===== src/rtl/clk_div_frac_multi.sv =====
// Multi-channel fractional clock divider: each channel toggles its output every
// N + F/2^CFraW enabled ticks, with glitch-free reload and optional cascade.

module clk_div_frac_ch #(
  parameter int               CIntW   = 8,
  parameter int               CFraW   = 4,
  parameter logic [CIntW-1:0] CIntDef = 8'h09,
  parameter logic [CFraW-1:0] CFraDef = 4'h0,
  parameter logic             CEnDef  = 1'b0
) (
  input  logic             clk,
  input  logic             rst_n,
  input  logic             clk_en,
  input  logic             src,
  input  logic             wr_hit,
  input  logic             wr_en,
  input  logic [CIntW-1:0] wr_n,
  input  logic [CFraW-1:0] wr_f,
  output logic             clk_out,
  output logic             stb,
  output logic             pending
);
  localparam logic [CIntW-1:0] FcntRst = (CIntDef == '0) ? '0 : CIntDef - CIntW'(1);

  logic             en_q, en_d, pend_q, pend_d, fclk_q, fclk_d;
  logic [CIntW-1:0] n_q, n_d, pn_q, pn_d, fcnt_q, fcnt_d, eff_n, load;
  logic [CFraW-1:0] f_q, f_d, pf_q, pf_d, facc_q, facc_d, eff_f;
  logic [CFraW:0]   sum;
  logic             tick, bnd;

  always_comb begin
    tick  = clk_en & en_q & (n_q != '0) & src;
    bnd   = tick & (fcnt_q == '0);
    stb   = bnd & fclk_q;
    // A boundary always reloads from the pending config if one is waiting.
    eff_n = pend_q ? pn_q : n_q;
    eff_f = pend_q ? pf_q : f_q;
    sum   = {1'b0, facc_q} + {1'b0, eff_f};
    load  = eff_n - CIntW'(1) + CIntW'(sum[CFraW]);
    en_d = en_q; n_d = n_q; f_d = f_q; pn_d = pn_q; pf_d = pf_q; pend_d = pend_q;
    fcnt_d = fcnt_q; facc_d = facc_q; fclk_d = fclk_q;
    if (bnd) begin
      n_d    = eff_n;
      f_d    = eff_f;
      pend_d = 1'b0;
      facc_d = sum[CFraW-1:0];
      fcnt_d = (eff_n == '0) ? '0 : load;
      fclk_d = (eff_n != '0) & ~fclk_q;
    end else if (tick) begin
      fcnt_d = fcnt_q - CIntW'(1);
    end
    // A running channel only takes new settings at a boundary; anything else
    // (start from idle, or a stop request) takes effect right away.
    if (wr_hit) begin
      if (!en_q || !wr_en) begin
        en_d   = wr_en;
        n_d    = wr_n;
        f_d    = wr_f;
        fcnt_d = (wr_n == '0) ? '0 : wr_n - CIntW'(1);
        facc_d = '0;
        fclk_d = 1'b0;
        pend_d = 1'b0;
      end else begin
        pn_d   = wr_n;
        pf_d   = wr_f;
        pend_d = 1'b1;
      end
    end
  end

  always_ff @(posedge clk or negedge rst_n) begin
    if (!rst_n) begin
      en_q <= CEnDef; n_q <= CIntDef; f_q <= CFraDef;
      pn_q <= '0; pf_q <= '0; pend_q <= 1'b0;
      fcnt_q <= FcntRst; facc_q <= '0; fclk_q <= 1'b0;
    end else if (clk_en) begin
      en_q <= en_d; n_q <= n_d; f_q <= f_d;
      pn_q <= pn_d; pf_q <= pf_d; pend_q <= pend_d;
      fcnt_q <= fcnt_d; facc_q <= facc_d; fclk_q <= fclk_d;
    end
  end

  assign clk_out = fclk_q;
  assign pending = pend_q;
endmodule

module clk_div_frac_multi #(
  parameter int                CChCnt   = 4,
  parameter int                CChAddrW = 2,
  parameter int                CIntW    = 8,
  parameter int                CFraW    = 4,
  parameter logic [CChCnt-1:0] CCascade = '0,
  parameter logic [CIntW-1:0]  CIntDef  = 8'h09,
  parameter logic [CFraW-1:0]  CFraDef  = 4'h0,
  parameter logic              CEnDef   = 1'b0
) (
  input  logic                   AClkH,
  input  logic                   AResetHN,
  input  logic                   AClkHEn,
  input  logic                   AWrEn,
  input  logic [CChAddrW-1:0]    AWrCh,
  input  logic [CIntW+CFraW:0]   AWrData,
  output logic [CChCnt-1:0]      AClkOut,
  output logic [CChCnt-1:0]      AStb,
  output logic [CChCnt-1:0]      APending
);
  for (genvar i = 0; i < CChCnt; i++) begin : g_ch
    logic src, stb, wr_hit;
    // Cascaded channels tick on the previous channel's strobe in the same cycle.
    if (i == 0) begin : g_src0
      assign src = 1'b1;
    end else begin : g_srcn
      assign src = CCascade[i] ? g_ch[i-1].stb : 1'b1;
    end
    assign wr_hit = AClkHEn & AWrEn & (AWrCh == CChAddrW'(i));

    clk_div_frac_ch #(
      .CIntW(CIntW), .CFraW(CFraW), .CIntDef(CIntDef), .CFraDef(CFraDef), .CEnDef(CEnDef)
    ) u_ch (
      .clk     (AClkH),
      .rst_n   (AResetHN),
      .clk_en  (AClkHEn),
      .src     (src),
      .wr_hit  (wr_hit),
      .wr_en   (AWrData[CIntW+CFraW]),
      .wr_n    (AWrData[CIntW+CFraW-1:CFraW]),
      .wr_f    (AWrData[CFraW-1:0]),
      .clk_out (AClkOut[i]),
      .stb     (stb),
      .pending (APending[i])
    );
    assign AStb[i] = stb;
  end
endmodule


===== config.mk =====
export PLATFORM = sky130hd
export DESIGN_NAME = clk_div_frac_multi
export DESIGN_NICKNAME = d
export VERILOG_FILES = /design/src/rtl/clk_div_frac_multi.sv
export SDC_FILE = /design/constraint.sdc
export NUM_CORES = 1
export LEC_CHECK = 0
export ABC_AREA = 0
export BUFFER_PORTS_ARGS = -buffer_cell sky130_fd_sc_hd__buf_2
export CAP_MARGIN = 0
export CORE_MARGIN = 10
export CORE_UTILIZATION = 50
export DETAILED_ROUTE_END_ITERATION = 10
export PLACE_DENSITY = 0.74
export SLEW_MARGIN = 10
export SYNTH_ARGS = -nofsm -noshare
export SYNTH_HDL_FRONTEND = slang
export SYNTH_SLANG_ARGS = --single-unit
export TNS_END_PERCENT = 50

===== constraint.sdc =====
create_clock -name AClkH -period 3.2 [get_ports AClkH]
set_input_delay 0.32 -clock AClkH [delete_from_list [all_inputs] [get_ports AClkH]]
set_output_delay 0.32 -clock AClkH [all_outputs]
set_load 0.01 [all_outputs]

# After elaboration in Yosys (flattened, before gate mapping)
# Cells that the tools add are included.
# op_classes
n_addsub	17
eq_ne	3
mux	89
n_bitwise	33
n_reduce_logical	43
# op_table
op	count
2-to-1 mux 8 bit	37
2-to-1 mux 4 bit	28
zero test 8 bit	9
subtractor 8 x 1 -> 8 bit (second input constant)	9
nonzero test 8 bit	8
adder 8 x 1 -> 8 bit	4
bitwise AND 1 bit	25
2-to-1 mux 1 bit	24
AND reduction 3 bit	8
adder 4 x 4 -> 5 bit	4
inverter 1 bit	8
AND reduction 2 bit	4
nonzero test 2 bit	4
zero test 1 bit	5
== test 2 bit (second input constant)	2
logical OR 1 bit	4
== test 2 x 1 -> 1 bit (second input constant)	1
zero test 2 bit	1
# word_totals
reg_bits	156
output_inout_bits	12
elab_cells	221

# Depth between registers and ports, before layout
# Gate-level depths: netlist of run 1.
# depth
word_depth	7
depth_mapped	14
ltp_nobuf	12

# Hierarchy
# From an unflattened synthesis of run 1, not the netlist that was laid out.
# hier_totals
cells_unflattened	1095
area_unflattened_um2	10493.8
# by_module_without_submodules
module	instances	cells_per_inst	area_per_inst_um2	seq_area_each_um2
clk_div_frac_ch (g_ch[0].u_ch ...)	2	267	2601.2	979.7
clk_div_frac_ch (g_ch[3].u_ch)	1	272	2636.3	979.7
clk_div_frac_ch (g_ch[2].u_ch)	1	280	2576.2	979.7
clk_div_frac_multi	1	9	78.8	0.0

# Worst setup path before layout of run 1
# Ideal clock, no wire load.
# synth_timing
path_type	register -> register
startpoint	reg g_ch[1].u_ch.pend_q
endpoint	reg g_ch[1].u_ch.fcnt_q[6]
arrival_time_ps	3296
required_ps	3062
path_slack_ps	-235
path_stages_with_launch	15
path_buffers	2
path_cell_list	dfrtp_1 -> buf_2 -> buf_2 -> mux2_2 -> ha_1 -> fa_1 -> a21o_1 -> a21oi_1 -> ha_1 -> ha_1 -> o21ai_0 -> o21bai_1 -> xor2_1 -> a211oi_1 -> a211oi_1
# synth_via
elab_chain_len	7
# synth_lines
element	line_no	text
from (decl)	25	logic en_q, en_d, pend_q, pend_d, fclk_q, fclk_d;
from (signal assigned)	78	pn_q <= pn_d; pf_q <= pf_d; pend_q <= pend_d;
2-to-1 mux 8 bit or 2-to-1 mux 4 bit (tied branches)	36, 37	
subtractor 8 x 1 -> 8 bit or adder 4 x 4 -> 5 bit (tied branches)	39, 38	
adder 8 x 1 -> 8 bit	39	load = eff_n - CIntW'(1) + CIntW'(sum[CFraW]);
2-to-1 mux 8 bit (*)	47	fcnt_d = (eff_n == '0) ? '0 : load;
2-to-1 mux 8 bit (*)	42	if (bnd) begin
2-to-1 mux 8 bit	55	if (!en_q || !wr_en) begin
2-to-1 mux 8 bit (*)	54	if (wr_hit) begin
to (signal assigned)	75	fcnt_q <= FcntRst; facc_q <= '0; fclk_q <= 1'b0;
to (signal assigned)	79	fcnt_q <= fcnt_d; facc_q <= facc_d; fclk_q <= fclk_d;
to (decl)	26	logic [CIntW-1:0] n_q, n_d, pn_q, pn_d, fcnt_q, fcnt_d, eff_n, load;
# Every way passes the cells marked *; elsewhere a longest branch is shown, timed or not.
# A chain may end at the register's enable or synchronous reset.

# Worst setup path in the final report of run 1
# layout_timing
startpoint	reg g_ch[2].u_ch.pend_q
endpoint	reg g_ch[2].u_ch.fcnt_q[6]
# layout_via
elab_chain_len	7
# layout_lines
element	line_no
from (decl)	25
from (signal assigned)	78
2-to-1 mux 8 bit or 2-to-1 mux 4 bit (tied branches)	36, 37
subtractor 8 x 1 -> 8 bit or adder 4 x 4 -> 5 bit (tied branches)	39, 38
adder 8 x 1 -> 8 bit	39
2-to-1 mux 8 bit (*)	47
2-to-1 mux 8 bit (*)	42
2-to-1 mux 8 bit	55
2-to-1 mux 8 bit (*)	54
to (signal assigned)	75
to (signal assigned)	79
to (decl)	26
# Marked as above.

==> flow_metrics.py, run 1 <==
metrics = {
    "status": {
        "status": "finished clean",
    },
    "critical_path": {
        "start_kind": "flip-flop",
        "cpMaxStageDelayCell": "dfrtp_1",
        "path_class": "reg2reg",
        "cp_max_fo": 3,
        "path_buf_inv": 0,
        "endpoint_kind": "flip-flop",
        "cp_common_cell": "ha_2",
        "max_stage_delay_ns": 0.41,
        "critPathRequiredTime_ns": 3.51,
        "crit_family": "compound AO/OA/AOI/OAI gates",
        "path_cells": "mux2_2 -> ha_2 -> fa_2 -> a21o_1 -> a21oi_2 -> ha_1 -> ha_2 -> o21ai_1 -> o21bai_1 -> xor2_1 -> a221oi_2 -> a21oi_1",
        "ff2ff_setup_slack_ns": 0.17,
        "cp.arrival_ns": 3.35,
    },
    "cts": {
        "cts_buffer_depth": 2,
        "cts_buffers": 17,
        "clock_latency_ns": 0.44,
        "path_clk_slew_ns": 0.07,
        "cts_tree": "built",
        "htree_levels": 4,
        "clkSinkCount": 156,
        "clockRootBuffer": "clkbuf_16",
    },
    "synthesis": {
        "yosys-top-cells-area": "dfrtp_1, mux2i_1, mux2_2",
        "syn_area_um2": 9730,
        "syn_nets": 1058,
        "synth_cell_types": 75,
        "syn_inst": 1006,
        "async_flop_share": 1.00,
        "synth_edf_count": 0,
        "synthFlopType": "dfrtp_1",
        "synth_seq_cells": 156,
        "synth.avg_cell_area_um2": 9.67,
        "yosys.area.top_type": "dfrtp_1",
        "ys_seq_area_frac": 0.403,
        "yosys_warnings": 0,
        "synth.top_cell.area_share": 0.370,
    },
    "drt": {
        "drtIter0Drc": 451,
        "firstDrtPassIters": 6,
        "antenna_left": 0,
        "drc": 0,
        "drt-vias-per-instance": 5.95,
        "wire_per_inst_um": 18.7,
        "routed_wirelength_um": 24200,
        "dr_total_vias": 7696,
    },
    "floorplan": {
        "die_h_um": 160,
        "io_pins": 31,
        "rows": 50,
        "die_x_um": 160,
        "initial_core_util": 0.513,
        "die_area_um2": 25400,
        "core-area_um2": 19000,
    },
    "layout": {
        "synthToLayoutAreaGrowth_pct": 10.8,
        "drive_gt1_frac": 0.202,
        "final_cells": 1293,
        "final_common_cell": "dfrtp_1",
        "antennaDiodeCount": 0,
        "nNetsFinal": 1072,
        "final_cell_mix": "dfrtp_1, nand2_1, mux2i_1, o21ai_0",
    },
    "sta": {
        "maxSlewHeadroom": 0.475,
        "finalCritPeriodShare": 0.948,
        "hold_ws_ns": 0.259,
        "setup_violations": 0,
        "min_period_ns": 3.03,
        "rsz0062_at_grt": "true",
        "max_freq_mhz": 330,
        "slew_violations": 0,
        "hold_violations": 0,
        "worstMarginPinSlew_ns": 0.785,
        "fin_skew_ns": 0.0104,
    },
    "global_route": {
        "overflow": 0,
        "grt_pass1_wl_um": 39400,
        "grt_max_degree": 75,
        "grt_pass1_vias": 7470,
        "track_usage": 0.189,
        "antenna_found_initial": 0,
    },
    "place": {
        "hpwl_um": 16700,
        "port-buffer-count": 30,
        "gp_congestion": 0.921,
        "post-place-cells": 1259,
    },
    "pwr": {
        "ir_drop_mv": 0.427,
        "power-per-cell-area_nw_per_um2": 710,
        "p_leak_nw": 4.63,
    },
    "hold_path": {
        "min_path_type": "in2reg",
    },
    "run": {
        "cap_violations": 0,
    },
}
[logic make-up (layout without fill, tap and decap cells)]
family / Yosys count / in the layout / synth area share
AND/OR/NAND/NOR: 324 / 324 / 0.170
AO/OA/AOI/OAI: 225 / 225 / 0.141
adder cells (fa/ha/maj): 33 / 33 / 0.0455
XOR/XNOR: 42 / 42 / 0.0378
multiplexers: 148 / 148 / 0.161
buffers and inverters: 78 / 105 / 0.0413
flip-flops: 156 / 156 / 0.403
[synth_stat cells, types with 3 or more instances]
| master | number |
|---|---|
| a21oi_1 | 69 |
| nand2b_1 | 10 |
| or3b_1 | 3 |
| and3_1 | 4 |
| buf_4 | 17 |
| o21ai_0 | 74 |
| o211ai_1 | 10 |
| a221oi_1 | 4 |
| ha_1 | 29 |
| fa_1 | 4 |
| nand2_2 | 3 |
| nor4_1 | 8 |
| buf_6 | 3 |
| buf_2 | 17 |
| dfrtp_1 | 144 |
| a32oi_1 | 3 |
| a31o_2 | 4 |
| and2_1 | 5 |
| nor2_1 | 69 |
| a211oi_1 | 5 |
| clkbuf_1 | 23 |
| nand2_1 | 105 |
| o31ai_1 | 5 |
| nand4b_1 | 3 |
| inv_1 | 15 |
| o21ai_1 | 3 |
| nor3_1 | 40 |
| o22ai_1 | 8 |
| xnor2_1 | 24 |
| dfstp_2 | 12 |
| a21o_1 | 11 |
| nand4_1 | 3 |
| mux2_2 | 69 |
| or3_1 | 15 |
| nor3b_1 | 15 |
| mux2i_1 | 79 |
| xor2_1 | 18 |
| nor2b_1 | 5 |
| a22oi_1 | 6 |
| nand3_1 | 15 |
| nor2_2 | 3 |
[worst reg2reg max path, stage by stage, from the launching register on]
cell and delay, ns:
dfrtp_1 0.41, mux2_2 0.37, ha_2 0.20, fa_2 0.38, a21o_1 0.21, a21oi_2 0.16
ha_1 0.18, ha_2 0.19, o21ai_1 0.10, o21bai_1 0.19, xor2_1 0.19, a221oi_2 0.25
a21oi_1 0.09
[routing by layer]
layer,up-vias,GRT usage,wire [um]
met4,0,0.0632,470
met5,-,0,0
met1,3799,0.254,10900
met2,202,0.294,11400
met3,41,0.0411,1390
li1,3654,-,-
[final timing paths]
check | start | cells after the start | to
setup / recovery | g_ch[2].u_ch.pending | 12 | g_ch[2].u_ch.fcnt_q[6]
hold / removal | AWrData[7] | 3 | g_ch[3].u_ch.n_q[3]
min in group asynchronous | AResetHN | 2 | g_ch[0].u_ch.fcnt_q[7]
max in group asynchronous | AResetHN | 3 | g_ch[3].u_ch.fcnt_q[3]
hold reg to reg | g_ch[3].u_ch.pf_q[0] | 1 | g_ch[3].u_ch.pf_q[0]
setup reg to reg | g_ch[2].u_ch.pending | 12 | g_ch[2].u_ch.fcnt_q[6]
[state kept, by name, indices dropped and copies added, names as in the netlist]
register / flops
g_ch.u_ch.clk_out: 4
g_ch.u_ch.fcnt_q: 32
g_ch.u_ch.facc_q: 16
g_ch.u_ch.n_q: 32
g_ch.u_ch.pn_q: 32
g_ch.u_ch.pending: 4
g_ch.u_ch.pf_q: 16
g_ch.u_ch.en_q: 4
g_ch.u_ch.f_q: 16
[per-stage QoR]
stage          area (um2)  worst slack [ns]  power [mW]  TNS, ns   util
6_report            10800             0.167        7.65        0  0.569
5_1_grt             10800           0.00820        8.10        0  0.569
4_1_cts             10800            0.0341        7.65        0  0.567
3_5_place_dp        10100          0.000246        5.37        0  0.532
3_3_place_gp        10100             0.105        5.28        0  0.532
2_1_floorplan        9770           -0.0179        4.80  -0.0179      -
[power by group]
group / total (mW) / internal (mW) / switching [mW]
sequential: 3.03 / 2.51 / 0.528
clock: 2.25 / 1.38 / 0.868
combinational: 2.37 / 1.12 / 1.25
[what timing repair did]
action	CTS	global route
hold buffers	1	0
resized for setup	2	8
endpoints found under the setup margin	1	3
pin swaps	0	1
cloned	0	0
hold endpoints to repair	48	0
buffers inserted	1	0
[final cells by class]
class,count,area (um2)
clock inverter,15,220
inverter,15,56.3
fill,1635,8180
multi-input combinational,772,5450
clock buffer,17,425
sequential,156,3920
tap,260,325
timing repair buffer,58,385
Note: power is estimated with default switching activity, not from simulation.
==> run 2: changes to the inputs <==
CTS_BUF_LIST = sky130_fd_sc_hd__clkbuf_8   (was not set)
==> flow_metrics.py, run 2 (same netlist as run 1, synthesis figures left out) <==
metrics = {
    "cts": {
        "clockRootBuffer": "clkbuf_8",
        "clock_latency_ns": 0.48,
        "cts_buffers": 17,
        "path_clk_slew_ns": 0.09,
        "cts_tree": "built",
        "clkSinkCount": 156,
        "cts_buffer_depth": 2,
        "htree_levels": 4,
    },
    "sta": {
        "layout_setup_ws_ns": 0.0704,
        "min_period_ns": 3.13,
        "hold_violations": 0,
        "max_freq_mhz": 320,
        "worstMarginPinSlew_ns": 0.807,
        "setup_violations": 0,
        "finalCritPeriodShare": 0.978,
        "maxSlewHeadroom": 0.460,
        "fin_skew_ns": 0.0163,
        "hold_ws_ns": 0.214,
        "slew_violations": 0,
        "rsz0062_at_grt": "true",
        "tns_ns": 0,
    },
    "pwr": {
        "clkPwrFrac": 0.242,
        "internal_power_mw": 4.55,
        "p_leak_nw": 4.54,
        "combinationalPowerShare": 0.333,
        "p_sw_mw": 2.58,
        "power-per-cell-area_nw_per_um2": 673,
        "ir_drop_mv": 0.382,
        "seq_power_share": 0.425,
        "switching_share": 0.362,
    },
    "global_route": {
        "grt_max_degree": 75,
        "overflow": 0,
        "grt_pass1_vias": 7398,
        "track_usage": 0.188,
        "grt_pass1_wl_um": 39200,
        "antenna_found_initial": 0,
    },
    "floorplan": {
        "io_pins": 31,
        "die_x_um": 160,
        "initial_core_util": 0.513,
        "die_h_um": 160,
        "core-area_um2": 19000,
        "die_area_um2": 25400,
        "rows": 50,
    },
    "drt": {
        "dr_total_vias": 7645,
        "drt-vias-per-instance": 5.91,
        "drtIter0Drc": 504,
        "routed_wirelength_um": 24300,
        "antenna_left": 0,
        "wire_per_inst_um": 18.8,
        "firstDrtPassIters": 4,
        "drc": 0,
    },
    "layout": {
        "final_cells": 1294,
        "largest_registers": "g_ch.u_ch.fcnt_q x32, g_ch.u_ch.n_q x32, g_ch.u_ch.pn_q x32",
        "final_common_cell": "dfrtp_1",
        "synthToLayoutAreaGrowth_pct": 8.89,
        "stdcell_area_um2": 10600,
        "nNetsFinal": 1073,
        "antennaDiodeCount": 0,
        "final_cell_mix": "dfrtp_1, nand2_1, mux2i_1, o21ai_0",
        "fillers": 1681,
        "drive_gt1_frac": 0.203,
    },
    "hold_path": {
        "worstHoldPathCells": 3,
        "hold_end": "g_ch[1].u_ch.f_q[3]",
        "min_path_type": "in2reg",
        "min-delay-start": "AWrData[3]",
    },
    "critical_path": {
        "cp.arrival_ns": 3.48,
        "path_class": "reg2reg",
        "rr_startpoint": "g_ch[2].u_ch.pending",
        "r2r_end": "g_ch[2].u_ch.fcnt_q[6]",
        "critPathRequiredTime_ns": 3.55,
        "reg2reg_depth": 12,
        "start_kind": "flip-flop",
        "cp_max_fo": 3,
        "endpoint_kind": "flip-flop",
        "ff2ff_setup_slack_ns": 0.07,
    },
    "place": {
        "gp_congestion": 0.921,
        "dpl_worst_slack_ns": 0.000246,
        "hpwl_um": 16700,
        "placed_cell_area_um2": 10100,
        "post-place-cells": 1259,
        "port-buffer-count": 30,
    },
    "status": {
        "status": "finished clean",
    },
    "run": {
        "cap_violations": 0,
    },
}
-- run 2: changes by cell type in the layout (fill, tap and decap cells not counted), sizes merged --
cell and delta:
buf +1
-- run 2: critical path, stage by stage (launching register included) --
cell,delay [ns]
dfrtp_1,0.41
mux2_2,0.37
ha_2,0.21
fa_2,0.38
a21o_1,0.20
a21oi_2,0.14
ha_1,0.18
ha_2,0.19
o21ai_1,0.11
o21bai_1,0.20
xor2_1,0.19
a221oi_2,0.31
a21oi_1,0.10
-- run 2: cell type report --
class	count	area, um2	share of cell area
Clock buffer	17	234	0.0221
Clock inverter	15	220	0.0208
Inverter	15	56.3	0.00531
Multi-Input combinational cell	772	5450	0.514
Sequential cell	156	3920	0.370
Tap cell	260	325	0.0307
Timing Repair Buffer	59	393	0.0371
-- run 2: repair_timing --
item / 4_1_cts / 5_1_grt
setup buffers: 1 / 1
hold buffers: 1 / 0
endpoints found under the setup margin: 1 / 3
gates resized for setup: 2 / 8
cloned: 0 / 0
hold endpoints to repair: 48 / 0
pin swaps: 0 / 1
-- run 2: metrics by stage --
step	util	power, mW
2_1_floorplan	-	4.80
3_5_place_dp	0.532	5.37
5_1_grt	0.559	7.58
4_1_cts	0.557	7.12
6_report	0.559	7.13
3_3_place_gp	0.532	5.28
-- run 2: power by group through the flow --
stage	sequential, mW	clock [mW]	combinational [mW]
2_1_floorplan	2.90	0	1.90
3_3_place_gp	3.02	0	2.26
3_5_place_dp	3.05	0	2.32
4_1_cts	3.02	1.75	2.35
5_1_grt	3.10	1.83	2.65
6_report	3.03	1.73	2.38
-- run 2: metal layers --
metal	vias to the layer above	routed length, um	global-route usage
met1	3757	11000	0.256
met5	-	0	0
li1	3660	-	-
met3	31	1380	0.0320
met2	197	11500	0.295
met4	0	424	0.0594
-- run 2: worst max path at each step --
stage	start	end	cells after the start
after global placement	g_ch[2].u_ch.pending	g_ch[2].u_ch.fcnt_q[6]	12
final	g_ch[2].u_ch.pending	g_ch[2].u_ch.fcnt_q[6]	12
after floorplan	g_ch[1].u_ch.pending	g_ch[1].u_ch.fcnt_q[6]	14
after CTS	g_ch[2].u_ch.pending	g_ch[2].u_ch.fcnt_q[6]	12
after global routing	g_ch[2].u_ch.pending	g_ch[2].u_ch.fcnt_q[6]	12
after detailed placement	g_ch[2].u_ch.pending	g_ch[2].u_ch.fcnt_q[6]	12
